===== config.mk =====
export PLATFORM = sky130hd
export DESIGN_NAME = ir_receiver_sm
export DESIGN_NICKNAME = d
export VERILOG_FILES = /design/src/rtl/ir_car_pkg.sv /design/src/rtl/Generic_counter.sv /design/src/rtl/ir_envelope_detector.sv /design/src/rtl/ir_receiver_sm.sv
export SDC_FILE = /design/constraint.sdc
export NUM_CORES = 1
export LEC_CHECK = 0
export CAP_MARGIN = 10
export CORE_ASPECT_RATIO = 1.1
export CORE_MARGIN = 5
export CORE_UTILIZATION = 56
export DETAILED_ROUTE_END_ITERATION = 7
export PLACE_DENSITY = 0.76
export SLEW_MARGIN = 20
export SYNTH_ARGS = -nofsm -noshare
export SYNTH_HDL_FRONTEND = slang
export SYNTH_SLANG_ARGS = --single-unit

===== constraint.sdc =====
create_clock -name CLK -period 2.5 [get_ports CLK]
set_clock_uncertainty 0.15 [all_clocks]
set_input_delay 0.25 -clock CLK [delete_from_list [all_inputs] [get_ports CLK]]
set_output_delay 0.25 -clock CLK [all_outputs]
set_load 0.01 [all_outputs]

===== src/rtl/ir_car_pkg.sv =====
// Shared timing sets, field layout and mark-window helper for the car IR link.
// The transmitter and the receiver both use this package.
package ir_car_pkg;

    typedef struct packed {
        logic [11:0] hcyc_pulse;
        logic [7:0]  sz_start;
        logic [7:0]  sz_carsel;
        logic [7:0]  sz_gap;
        logic [7:0]  sz_assert;
        logic [7:0]  sz_deassert;
    } car_timing_t;

    // Field order: hcyc_pulse, start, carsel, gap, assert, deassert (all "minus 1").
    localparam car_timing_t TIMING_BLUE   = '{12'd1388, 8'd190, 8'd46, 8'd24, 8'd46, 8'd21};
    localparam car_timing_t TIMING_YELLOW = '{12'd1388, 8'd190, 8'd22, 8'd24, 8'd46, 8'd21};
    localparam car_timing_t TIMING_GREEN  = '{12'd1249, 8'd190, 8'd34, 8'd24, 8'd46, 8'd21};
    localparam car_timing_t TIMING_RED    = '{12'd1249, 8'd190, 8'd58, 8'd24, 8'd46, 8'd21};

    localparam logic [2:0] IDX_START    = 3'd0;
    localparam logic [2:0] IDX_CARSEL   = 3'd1;
    localparam logic [2:0] IDX_RIGHT    = 3'd2;
    localparam logic [2:0] IDX_LEFT     = 3'd3;
    localparam logic [2:0] IDX_BACKWARD = 3'd4;
    localparam logic [2:0] IDX_FORWARD  = 3'd5;

    localparam int CMD_RIGHT    = 0;
    localparam int CMD_LEFT     = 1;
    localparam int CMD_BACKWARD = 2;
    localparam int CMD_FORWARD  = 3;

    // True when n lies within target +/- tol; 9-bit signed so nothing wraps.
    function automatic logic in_window(input logic [7:0] n, input logic [8:0] target,
                                       input logic [7:0] tol);
        logic signed [8:0] diff;
        logic signed [8:0] lim;
        diff = $signed({1'b0, n}) - $signed(target);
        lim  = $signed({1'b0, tol});
        return (diff <= lim) && (diff >= -lim);
    endfunction

endpackage


===== src/rtl/Generic_counter.sv =====
// Free-running wrap-around counter with synchronous clear; TRIG pulses on each wrap.
module Generic_counter #(
    parameter int CTR_WIDTH = 12,
    parameter int CTR_MAX   = 2777
) (
    input  logic CLK,
    input  logic RESET,
    input  logic ENABLE,
    input  logic CLEAR,
    output logic TRIG
);
    localparam logic [CTR_WIDTH-1:0] MAX_VAL = CTR_WIDTH'(CTR_MAX);

    logic [CTR_WIDTH-1:0] count_r;
    logic                 trig_r;

    // Count while enabled; wrap to zero at MAX_VAL and flag the wrap.
    always_ff @(posedge CLK or posedge RESET) begin
        if (RESET) begin
            count_r <= '0;
            trig_r  <= 1'b0;
        end else if (CLEAR) begin
            count_r <= '0;
            trig_r  <= 1'b0;
        end else if (ENABLE) begin
            count_r <= (count_r == MAX_VAL) ? '0 : count_r + {{(CTR_WIDTH-1){1'b0}}, 1'b1};
            trig_r  <= (count_r == MAX_VAL);
        end else begin
            trig_r  <= 1'b0;
        end
    end

    assign TRIG = trig_r;

endmodule


===== src/rtl/ir_envelope_detector.sv =====
// Synchronises the raw IR input, detects carrier rising edges and derives the
// burst envelope with one-cycle rise/fall strobes.
module ir_envelope_detector #(
    parameter int ENV_TIMEOUT = 4167
) (
    input  logic CLK,
    input  logic RESET,
    input  logic ir_in,
    output logic edge_pulse,
    output logic env,
    output logic env_rise,
    output logic env_fall
);
    localparam logic [12:0] ENV_MAX  = 13'(ENV_TIMEOUT);
    localparam logic [12:0] ENV_LAST = 13'(ENV_TIMEOUT - 1);

    logic        sync1_r, sync2_r, prev_r;
    logic        edge_r, env_r, env_d_r;
    logic [12:0] env_ctr_r;
    logic        edge_s;

    assign edge_s = sync2_r & ~prev_r;

    // Envelope drops in the same cycle env_ctr reaches ENV_TIMEOUT.
    always_ff @(posedge CLK or posedge RESET) begin
        if (RESET) begin
            sync1_r   <= 1'b0;
            sync2_r   <= 1'b0;
            prev_r    <= 1'b0;
            edge_r    <= 1'b0;
            env_r     <= 1'b0;
            env_d_r   <= 1'b0;
            env_ctr_r <= 13'd0;
        end else begin
            sync1_r <= ir_in;
            sync2_r <= sync1_r;
            prev_r  <= sync2_r;
            edge_r  <= edge_s;
            env_d_r <= env_r;
            if (edge_s) begin
                env_ctr_r <= 13'd0;
                env_r     <= 1'b1;
            end else begin
                if (env_ctr_r < ENV_MAX) begin
                    env_ctr_r <= env_ctr_r + 13'd1;
                end
                if (env_ctr_r >= ENV_LAST) begin
                    env_r <= 1'b0;
                end
            end
        end
    end

    assign edge_pulse = edge_r;
    assign env        = env_r;
    assign env_rise   = env_r & ~env_d_r;
    assign env_fall   = ~env_r & env_d_r;

endmodule


===== src/rtl/ir_receiver_sm.sv =====
// Car-side IR packet decoder: measures marks and gaps of the envelope and
// recovers the 4-bit COMMAND, flagging good and rejected frames.
module ir_receiver_sm
    import ir_car_pkg::*;
#(
    parameter int HCYC_PULSE  = int'(TIMING_BLUE.hcyc_pulse),
    parameter int ENV_TIMEOUT = 4167,
    parameter int SZ_START    = int'(TIMING_BLUE.sz_start),
    parameter int SZ_CARSEL   = int'(TIMING_BLUE.sz_carsel),
    parameter int SZ_GAP      = int'(TIMING_BLUE.sz_gap),
    parameter int SZ_ASSERT   = int'(TIMING_BLUE.sz_assert),
    parameter int SZ_DEASSERT = int'(TIMING_BLUE.sz_deassert),
    parameter int TOL         = 4,
    // Default leaves 16 carrier periods of slack over the nominal gap.
    parameter int GAP_MAX     = SZ_GAP + 16
) (
    input  logic       CLK,
    input  logic       RESET,
    input  logic       IR_IN,
    output logic [3:0] COMMAND,
    output logic       PACKET_VALID,
    output logic       PACKET_ERROR,
    output logic       BUSY
);
    localparam logic [1:0] ST_IDLE  = 2'd0;
    localparam logic [1:0] ST_MARK  = 2'd1;
    localparam logic [1:0] ST_SPACE = 2'd2;

    localparam logic [8:0] TGT_START  = 9'(SZ_START + 1);
    localparam logic [8:0] TGT_CARSEL = 9'(SZ_CARSEL + 1);
    localparam logic [8:0] TGT_ONE    = 9'(SZ_ASSERT + 1);
    localparam logic [8:0] TGT_ZERO   = 9'(SZ_DEASSERT + 1);
    localparam logic [7:0] TOL_W      = 8'(TOL);
    localparam logic [7:0] GAP_LIM    = 8'(GAP_MAX);

    logic       edge_s, env_s, env_rise_s, env_fall_s, tick_s;
    logic [7:0] mark_cnt_r, gap_cnt_r;
    logic [1:0] state_r, state_n;
    logic [2:0] idx_r, idx_n, shadow_r, shadow_n;
    logic [3:0] command_r, command_n;
    logic       valid_r, valid_n, error_r, error_n, busy_r;
    logic       hit_start_s, hit_carsel_s, hit_one_s, hit_zero_s, accept_s, bit_s;

    ir_envelope_detector #(.ENV_TIMEOUT(ENV_TIMEOUT)) u_env (
        .CLK        (CLK),
        .RESET      (RESET),
        .ir_in      (IR_IN),
        .edge_pulse (edge_s),
        .env        (env_s),
        .env_rise   (env_rise_s),
        .env_fall   (env_fall_s)
    );

    Generic_counter #(.CTR_WIDTH(12), .CTR_MAX(2 * HCYC_PULSE + 1)) u_tick (
        .CLK    (CLK),
        .RESET  (RESET),
        .ENABLE (~env_s),
        .CLEAR  (env_fall_s),
        .TRIG   (tick_s)
    );

    // Mark length in carrier edges (env_rise edge counts as the first) and gap length in ticks.
    always_ff @(posedge CLK or posedge RESET) begin
        if (RESET) begin
            mark_cnt_r <= 8'd0;
            gap_cnt_r  <= 8'd0;
        end else begin
            if (env_rise_s) begin
                mark_cnt_r <= 8'd1;
            end else if (env_s && edge_s && (mark_cnt_r != 8'hFF)) begin
                mark_cnt_r <= mark_cnt_r + 8'd1;
            end
            if (env_fall_s) begin
                gap_cnt_r <= 8'd0;
            end else if (!env_s && tick_s && (gap_cnt_r != 8'hFF)) begin
                gap_cnt_r <= gap_cnt_r + 8'd1;
            end
        end
    end

    assign hit_start_s  = in_window(mark_cnt_r, TGT_START, TOL_W);
    assign hit_carsel_s = in_window(mark_cnt_r, TGT_CARSEL, TOL_W);
    assign hit_one_s    = in_window(mark_cnt_r, TGT_ONE, TOL_W);
    assign hit_zero_s   = in_window(mark_cnt_r, TGT_ZERO, TOL_W);

    // Mark classification for the current field; a 1 wins if both windows match.
    always_comb begin
        accept_s = 1'b0;
        bit_s    = 1'b0;
        case (idx_r)
            IDX_START:  accept_s = hit_start_s;
            IDX_CARSEL: accept_s = hit_carsel_s;
            IDX_RIGHT, IDX_LEFT, IDX_BACKWARD, IDX_FORWARD: begin
                accept_s = hit_one_s | hit_zero_s;
                bit_s    = hit_one_s;
            end
            default:    accept_s = 1'b0;
        endcase
    end

    // Frame sequencing; a bad START is treated as noise and dropped silently.
    always_comb begin
        state_n   = state_r;
        idx_n     = idx_r;
        shadow_n  = shadow_r;
        command_n = command_r;
        valid_n   = 1'b0;
        error_n   = 1'b0;
        case (state_r)
            ST_IDLE: begin
                if (env_rise_s) begin
                    state_n = ST_MARK;
                    idx_n   = IDX_START;
                end else begin
                    state_n = ST_IDLE;
                end
            end
            ST_MARK: begin
                if (!env_fall_s) begin
                    state_n = ST_MARK;
                end else if (!accept_s) begin
                    state_n = ST_IDLE;
                    error_n = (idx_r != IDX_START);
                end else if (idx_r == IDX_FORWARD) begin
                    state_n   = ST_IDLE;
                    command_n = {bit_s, shadow_r};
                    valid_n   = 1'b1;
                end else begin
                    case (idx_r)
                        IDX_RIGHT:    shadow_n[0] = bit_s;
                        IDX_LEFT:     shadow_n[1] = bit_s;
                        IDX_BACKWARD: shadow_n[2] = bit_s;
                        default:      shadow_n    = shadow_r;
                    endcase
                    idx_n   = idx_r + 3'd1;
                    state_n = ST_SPACE;
                end
            end
            ST_SPACE: begin
                if (env_rise_s) begin
                    state_n = ST_MARK;
                end else if (gap_cnt_r > GAP_LIM) begin
                    state_n = ST_IDLE;
                    error_n = 1'b1;
                end else begin
                    state_n = ST_SPACE;
                end
            end
            default: state_n = ST_IDLE;
        endcase
    end

    // State and registered outputs.
    always_ff @(posedge CLK or posedge RESET) begin
        if (RESET) begin
            state_r   <= ST_IDLE;
            idx_r     <= 3'd0;
            shadow_r  <= 3'd0;
            command_r <= 4'd0;
            valid_r   <= 1'b0;
            error_r   <= 1'b0;
            busy_r    <= 1'b0;
        end else begin
            state_r   <= state_n;
            idx_r     <= idx_n;
            shadow_r  <= shadow_n;
            command_r <= command_n;
            valid_r   <= valid_n;
            error_r   <= error_n;
            busy_r    <= (state_n != ST_IDLE);
        end
    end

    assign COMMAND      = command_r;
    assign PACKET_VALID = valid_r;
    assign PACKET_ERROR = error_r;
    assign BUSY         = busy_r;

endmodule


Yosys cells after proc, flatten, opt, wreduce, memory -nomap -nowiden
Cells that the tools add are included.

Input port bits: 3. Register bits after elaboration: 63. Word-level logic and storage cells: 119.

Reductions and logical operators: 23. Bitwise logic cells: 8. Add/sub/neg operators: 8. $lt $le $gt $ge: 9. Eq/ne operators: 15. Multiplexer cells: 36.

Operator list (number): $mux 12 (3); $mux 8 (4); $ge 9x3->1 const B (3); $le 9x4->1 const B (3); $mux 13 (2); $reduce_and 5->1 (4); $add 8x1->8 const B (2); $ne 8x8->1 const B (2); $mux 1 (14); $add 13x1->13 const B (1); $ge 13x13->1 const B (1); $lt 13x13->1 const B (1); $add 12x1->12 const B (1); $eq 12x12->1 const B (1); $mux 3 (4); $reduce_bool 2->1 (6); $mux 2 (5); $ne 2x2->1 const B (5); $sub 8x5->9 const B (1); $sub 8x6->9 const B (1); $sub 8x8->9 const B (1); $gt 8x6->1 const B (1); $logic_and 1x1->1 (7); $eq 3x2->1 const B (2); other kinds (18) (24).

Logic depth before layout (Yosys ltp)
Gate-level depths: netlist (run 1).

Depth in word-level cells: 9. Mapped depth: 9. Mapped depth without buffers: 8.

Cells and area by module
Synthesis (run 1) repeated with hierarchy kept, for this count alone.

Cells, all modules: 411. Area total of the unflattened synthesis: 3871.2 sq um.

Modules (own cells, without submodules): ir_receiver_sm (cells each 237, seq. area each 775.7 sq um, area each 2213.4 sq um, instances 1); ir_envelope_detector (cells each 100, seq. area each 475.5 sq um, area each 969.7 sq um, instances 1); Generic_counter (cells each 74, seq. area each 325.3 sq um, area each 688.2 sq um, instances 1).

Worst setup path after synthesis (run 1)
OpenSTA, ideal clock, no wires.

Path type: register to register. Start: register mark_cnt_r[1]. End: register shadow_r[0]. Data required time: 2.225 ns. Path buffers: 0. Cell stages (with the launch flop): 8. Setup slack: -0.080 ns. Library setup time: 0.125 ns. Data arrival time: 2.305 ns. Path through: dfrtp_1 ha_1 and2_4 o311ai_0 o2111ai_1 o221a_2 a2111oi_4 mux2_2.

Word-level cells in the longest chain between the ends: 6. Elaborated cells on any way between the ends: 16. Classes of those cells: 3 x add/sub; 6 x order compare; 2 x mux; 1 x bitwise; 4 x reduce/logical.

RTL lines: start: declaration (RTL line ir_receiver_sm.sv:37) `logic [7:0] mark_cnt_r, gap_cnt_r;`; start signal: assignment (RTL line ir_receiver_sm.sv:71) `mark_cnt_r <= mark_cnt_r + 8'd1;`; $sub 8x6->9 or $sub 8x5->9 (tied branches) (RTL line ir_car_pkg.sv:37) `diff = $signed({1'b0, n}) - $signed(target);`; $le 9x4->1 or $ge 9x3->1 (tied branches) (RTL line ir_car_pkg.sv:39) `return (diff <= lim) && (diff >= -lim);`; $logic_and 1x1->1 (RTL line ir_car_pkg.sv:39); $or 1x1->1 (RTL line ir_receiver_sm.sv:94) `accept_s = hit_one_s | hit_zero_s;`; $pmux 1 s3 (RTL line ir_receiver_sm.sv:90) `case (idx_r)`; $reduce_and 5->1 (no source line); end signal: assignment (RTL line ir_receiver_sm.sv:166) `shadow_r <= shadow_n;`; end: declaration (RTL line ir_receiver_sm.sv:39) `logic [2:0] idx_r, idx_n, shadow_r, shadow_n;`.

Parallel ways exist; a longest one is shown, timed or not. A chain may end at the register's enable or synchronous reset.

Final worst setup path (run 1)
Start: register mark_cnt_r[1]. End: register shadow_r[2].

The elaborated chain is that of the path after synthesis.

==> flow_summary.yaml, run 1 <==
status:
  status: "finished, violations left"
  violations: "setup timing"
sta:
  clock.fmax_mhz: 391
  grt_setup_unrepaired: "true"
  tightest_slew_ns: 0.466
  slew_headroom_pct: 68.8
  period_minus_slack_ns: 2.56
  fin_crit_sh_pct: 102
  final_hold_viol_count: 0
  setup_ws_ns: -0.0596
  setup_viol: 8
  slew_viol_final: 0
cells_and_area:
  areaGrowthSynthToFinish_pct: 22.1
  final_layout_size_suffix_gt1_share_pct: 23.3
  final_net_count: 439
  seq_area_sq_um: 1580
  multiInputGateArea_sq_um: 2110
  fillers: 449
  num_antenna_cells: 0
routing:
  firstDrtPassIters: 5
  wl_per_cell_um: 16.1
  routed_wirelength_um: 8050
  drcViolationCount: 0
  via_count: 2916
  viasPerCell: 5.82
  postRouteAntennaNets: 0
  first_iter_violations: 261
floorplan:
  core_sq_um: 6270
  die_area_sq_um: 8220
  initial_utilization_pct: 58.1
  row_count: 30
  die_h_um: 94.6
  fp.dieW_um: 86.9
  io_pins: 10
clock_network:
  h-tree-depth: 3
  cts.sinks: 63
  cts_made_buffers: 9
  clkTransAtPathRegs_ns: 0.07
  cts.path.max_buffers: 2
  clock_tree.root_cell: "clkbuf_8"
  hold_buffers: 0
  cts_tree: "built"
  clk_latency_ns: 0.35
pwr:
  power_switching_w: 0.00115
  seqPwrFrac_pct: 38.8
  ir_drop_mv: 0.425
  power-per-cell-area_nw_per_um2: 737
  p_leak_nw: 1.96
  pwr-share-clk_pct: 26.6
  p_int_w: 0.00213
  swShare_pct: 35.1
  combPwrFrac_pct: 34.6
  finalPower_w: 0.00328
synth:
  synth.avg_cell_area_sq_um: 9.71
  synth_seq_cells: 63
  syn-cell-area_sq_um: 3640
  yosysUniqueCellTypes: 60
  syn-num-nets: 398
  synth_top_area_share_pct: 43.3
  synth_warnings: 0
  synth_edf_count: 0
  yosysSeqAreaShare_pct: 43.3
  yosys-top-cells-area: "dfrtp_1 (43%), ha_1 (6.9%), xor2_1 (4.6%)"
  synth_flop_cell: "dfrtp_1"
  synthCells: 375
  yosysTopAreaCell: "dfrtp_1"
  synthArstFlopShare_pct: 100
critical_path:
  worstSetupPathType: "register to register"
  start_kind: "register"
  critPathRequiredTime_ns: 2.57
  worst_setup_path_end_kind: "register"
  crit_arrival_ns: 2.63
  cp_cell_sequence: "ha_4, and3_4, xnor2_1, o2111ai_2, o221a_4, a2111oi_4, mux2_4"
  path_delay_family: "compound AO/OA/AOI/OAI gates"
  worstPathMaxFanout: 5
  cpPeakStageDelay_ns: 0.47
  cp_num_buf_inv: 0
  slowest_stage: "dfrtp_2"
grt:
  grt_overflow: 0
  grtUsageMet3_pct: 4.45
  antenna_found_initial: 0
  grt_first_pass_wirelength_um: 13000
  grt_pass1_vias: 2846
  met2_usage_pct: 34.7
  grt_use_met1_pct: 24.1
  grt_start_max_net_pins: 40
  grt_usage_pct: 20.3
  busiest_layer: "met2"
placed_design:
  dp_slack_ns: -0.116
  dpl.hpwl_um: 5240
  place.gp.congestion: 0.832
  port-buffer-count: 9
worst_hold_path:
  hold_path_class: "input port to asynchronous set/reset pin"
run:
  drv_cap: 0
[placed cells by master (no fill, tap or decap), drive strengths merged, types with 9 or more instances in the layout]
master / count
nor2: 37
ha: 20
a21oi: 16
nand4: 10
buf: 37
xor2: 19
clkbuf: 10
dfrtp: 63
nand3: 10
inv: 21
nand2: 30
clkdlybuf4s50: 9
o21ai: 16
nor3: 10
xnor2: 12
[layer usage]
metal | wire, um | part of all wire, %
met2 | 4120 | 51
met1 | 3430 | 43
met5 | 0 | 0
met4 | 227 | 2.8
met3 | 274 | 3.4
[tightest hold or removal path, delay by kind of cell]
| family | cells | cell delay (ns) |
|---|---|---|
| buffers and inverters | 3 | 0.70 |
[path summary, 6_finish.rpt]
check                                    from            end  slack (ns)  cells past startpoint
worst max-delay path            mark_cnt_r[1]    shadow_r[2]       -0.06                      7
worst min register to register  u_env.sync1_r  u_env.sync2_r        0.21                      0
worst max register to register  mark_cnt_r[1]    shadow_r[2]       -0.06                      7
worst min-delay path                    RESET  u_env.sync1_r        0.09                      3
max in group asynchronous               RESET  mark_cnt_r[5]        1.77                      3
min in group CLK                        IR_IN  u_env.sync1_r        0.19                      1
[flip-flops by register name, summed over array words and instances (netlist names), 2 cells and up]
| signal | flops |
|---|---|
| shadow_r | 3 |
| idx_r | 3 |
| u_tick.count_r | 12 |
| u_env.env_ctr_r | 13 |
| state_r | 2 |
| gap_cnt_r | 8 |
| COMMAND | 4 |
| mark_cnt_r | 8 |
[power by group through the flow]
stage                     Clock, W  Sequential, W  Combinational [W]
after CTS                 0.000882        0.00126            0.00102
final                     0.000873        0.00127            0.00113
after detailed placement         0        0.00126           0.000806
after global routing      0.000927        0.00129            0.00123
after global placement           0        0.00126           0.000777
after floorplan                  0        0.00120           0.000572
[layout make-up]
type	instances	share of cell area, %
clock buffers	10	2.87
well taps	80	2.25
flip-flops and latches	63	35.6
inverters	21	1.77
multi-input cells	275	47.5
repair buffers	46	8.64
clock inverters	6	1.38
[cell families after synthesis]
| group | after synthesis | share of synthesized area, % |
|---|---|---|
| muxes | 11 | 3.26 |
| buffers and inverters | 37 | 4.12 |
| and+or+nand+nor | 146 | 21.2 |
| DFF | 63 | 43.3 |
| adders and majority gates | 20 | 6.87 |
| xor gates and xnor gates | 31 | 7.45 |
| AOI/OAI and AO/OA | 67 | 13.8 |
[Yosys cell counts (3+ instances only)]
cell type	count
mux2_2	6
a211oi_1	3
and3_1	6
a21boi_0	3
o2111ai_1	4
nor2_1	37
buf_2	6
nand3b_1	3
mux2i_1	4
a21o_1	4
nor3_1	9
nand3_1	10
clkbuf_1	9
or3_1	7
and2_1	5
a31oi_1	3
a21oi_1	15
o21ai_0	14
xor2_1	19
nand2b_1	6
inv_1	21
o31ai_1	4
xnor2_1	12
dfrtp_1	63
ha_1	20
nor2b_1	4
nand4_1	9
nand2_1	30
[metrics by stage]
stage / std cells / instance area (sq um) / util, % / TNS (ns) / hold WS, ns
after floorplan: 375 / 3660 / - / 0 / 0.131
after global placement: 479 / 4020 / 64.2 / -0.000326 / 0.184
after detailed placement: 479 / 4020 / 64.2 / -0.440 / 0.199
after CTS: 500 / 4370 / 69.6 / -0.122 / 0.105
after global routing: 501 / 4450 / 70.9 / -1.46 / 0.105
final: 501 / 4450 / 70.9 / -0.297 / 0.0939
[repair_timing]
| action | CTS | global route |
|---|---|---|
| buffers inserted | 5 | 1 |
| pin swaps | 9 | 10 |
| resized for setup | 22 | 17 |
| setup endpoints to repair | 11 | 15 |
Power figures use the tool's default switching activity.
==> run 2: changes to the inputs <==
--- a/config.mk
+++ b/config.mk
@@ -10,6 +10,7 @@
 export CORE_MARGIN = 5
 export CORE_UTILIZATION = 56
 export DETAILED_ROUTE_END_ITERATION = 7
+export GPL_ROUTABILITY_DRIVEN = 0
 export PLACE_DENSITY = 0.76
 export SLEW_MARGIN = 20
 export SYNTH_ARGS = -nofsm -noshare
==> results of run 2 <==
Final layout, timing and power as in run 1 (identical DEF).
==> run 3: changes to the inputs <==
--- a/config.mk
+++ b/config.mk
@@ -5,7 +5,7 @@
 export SDC_FILE = /design/constraint.sdc
 export NUM_CORES = 1
 export LEC_CHECK = 0
-export CAP_MARGIN = 10
+export CAP_MARGIN = 25
 export CORE_ASPECT_RATIO = 1.1
 export CORE_MARGIN = 5
 export CORE_UTILIZATION = 56
==> results of run 3 <==
Final layout, timing and power as in run 1 (identical DEF).
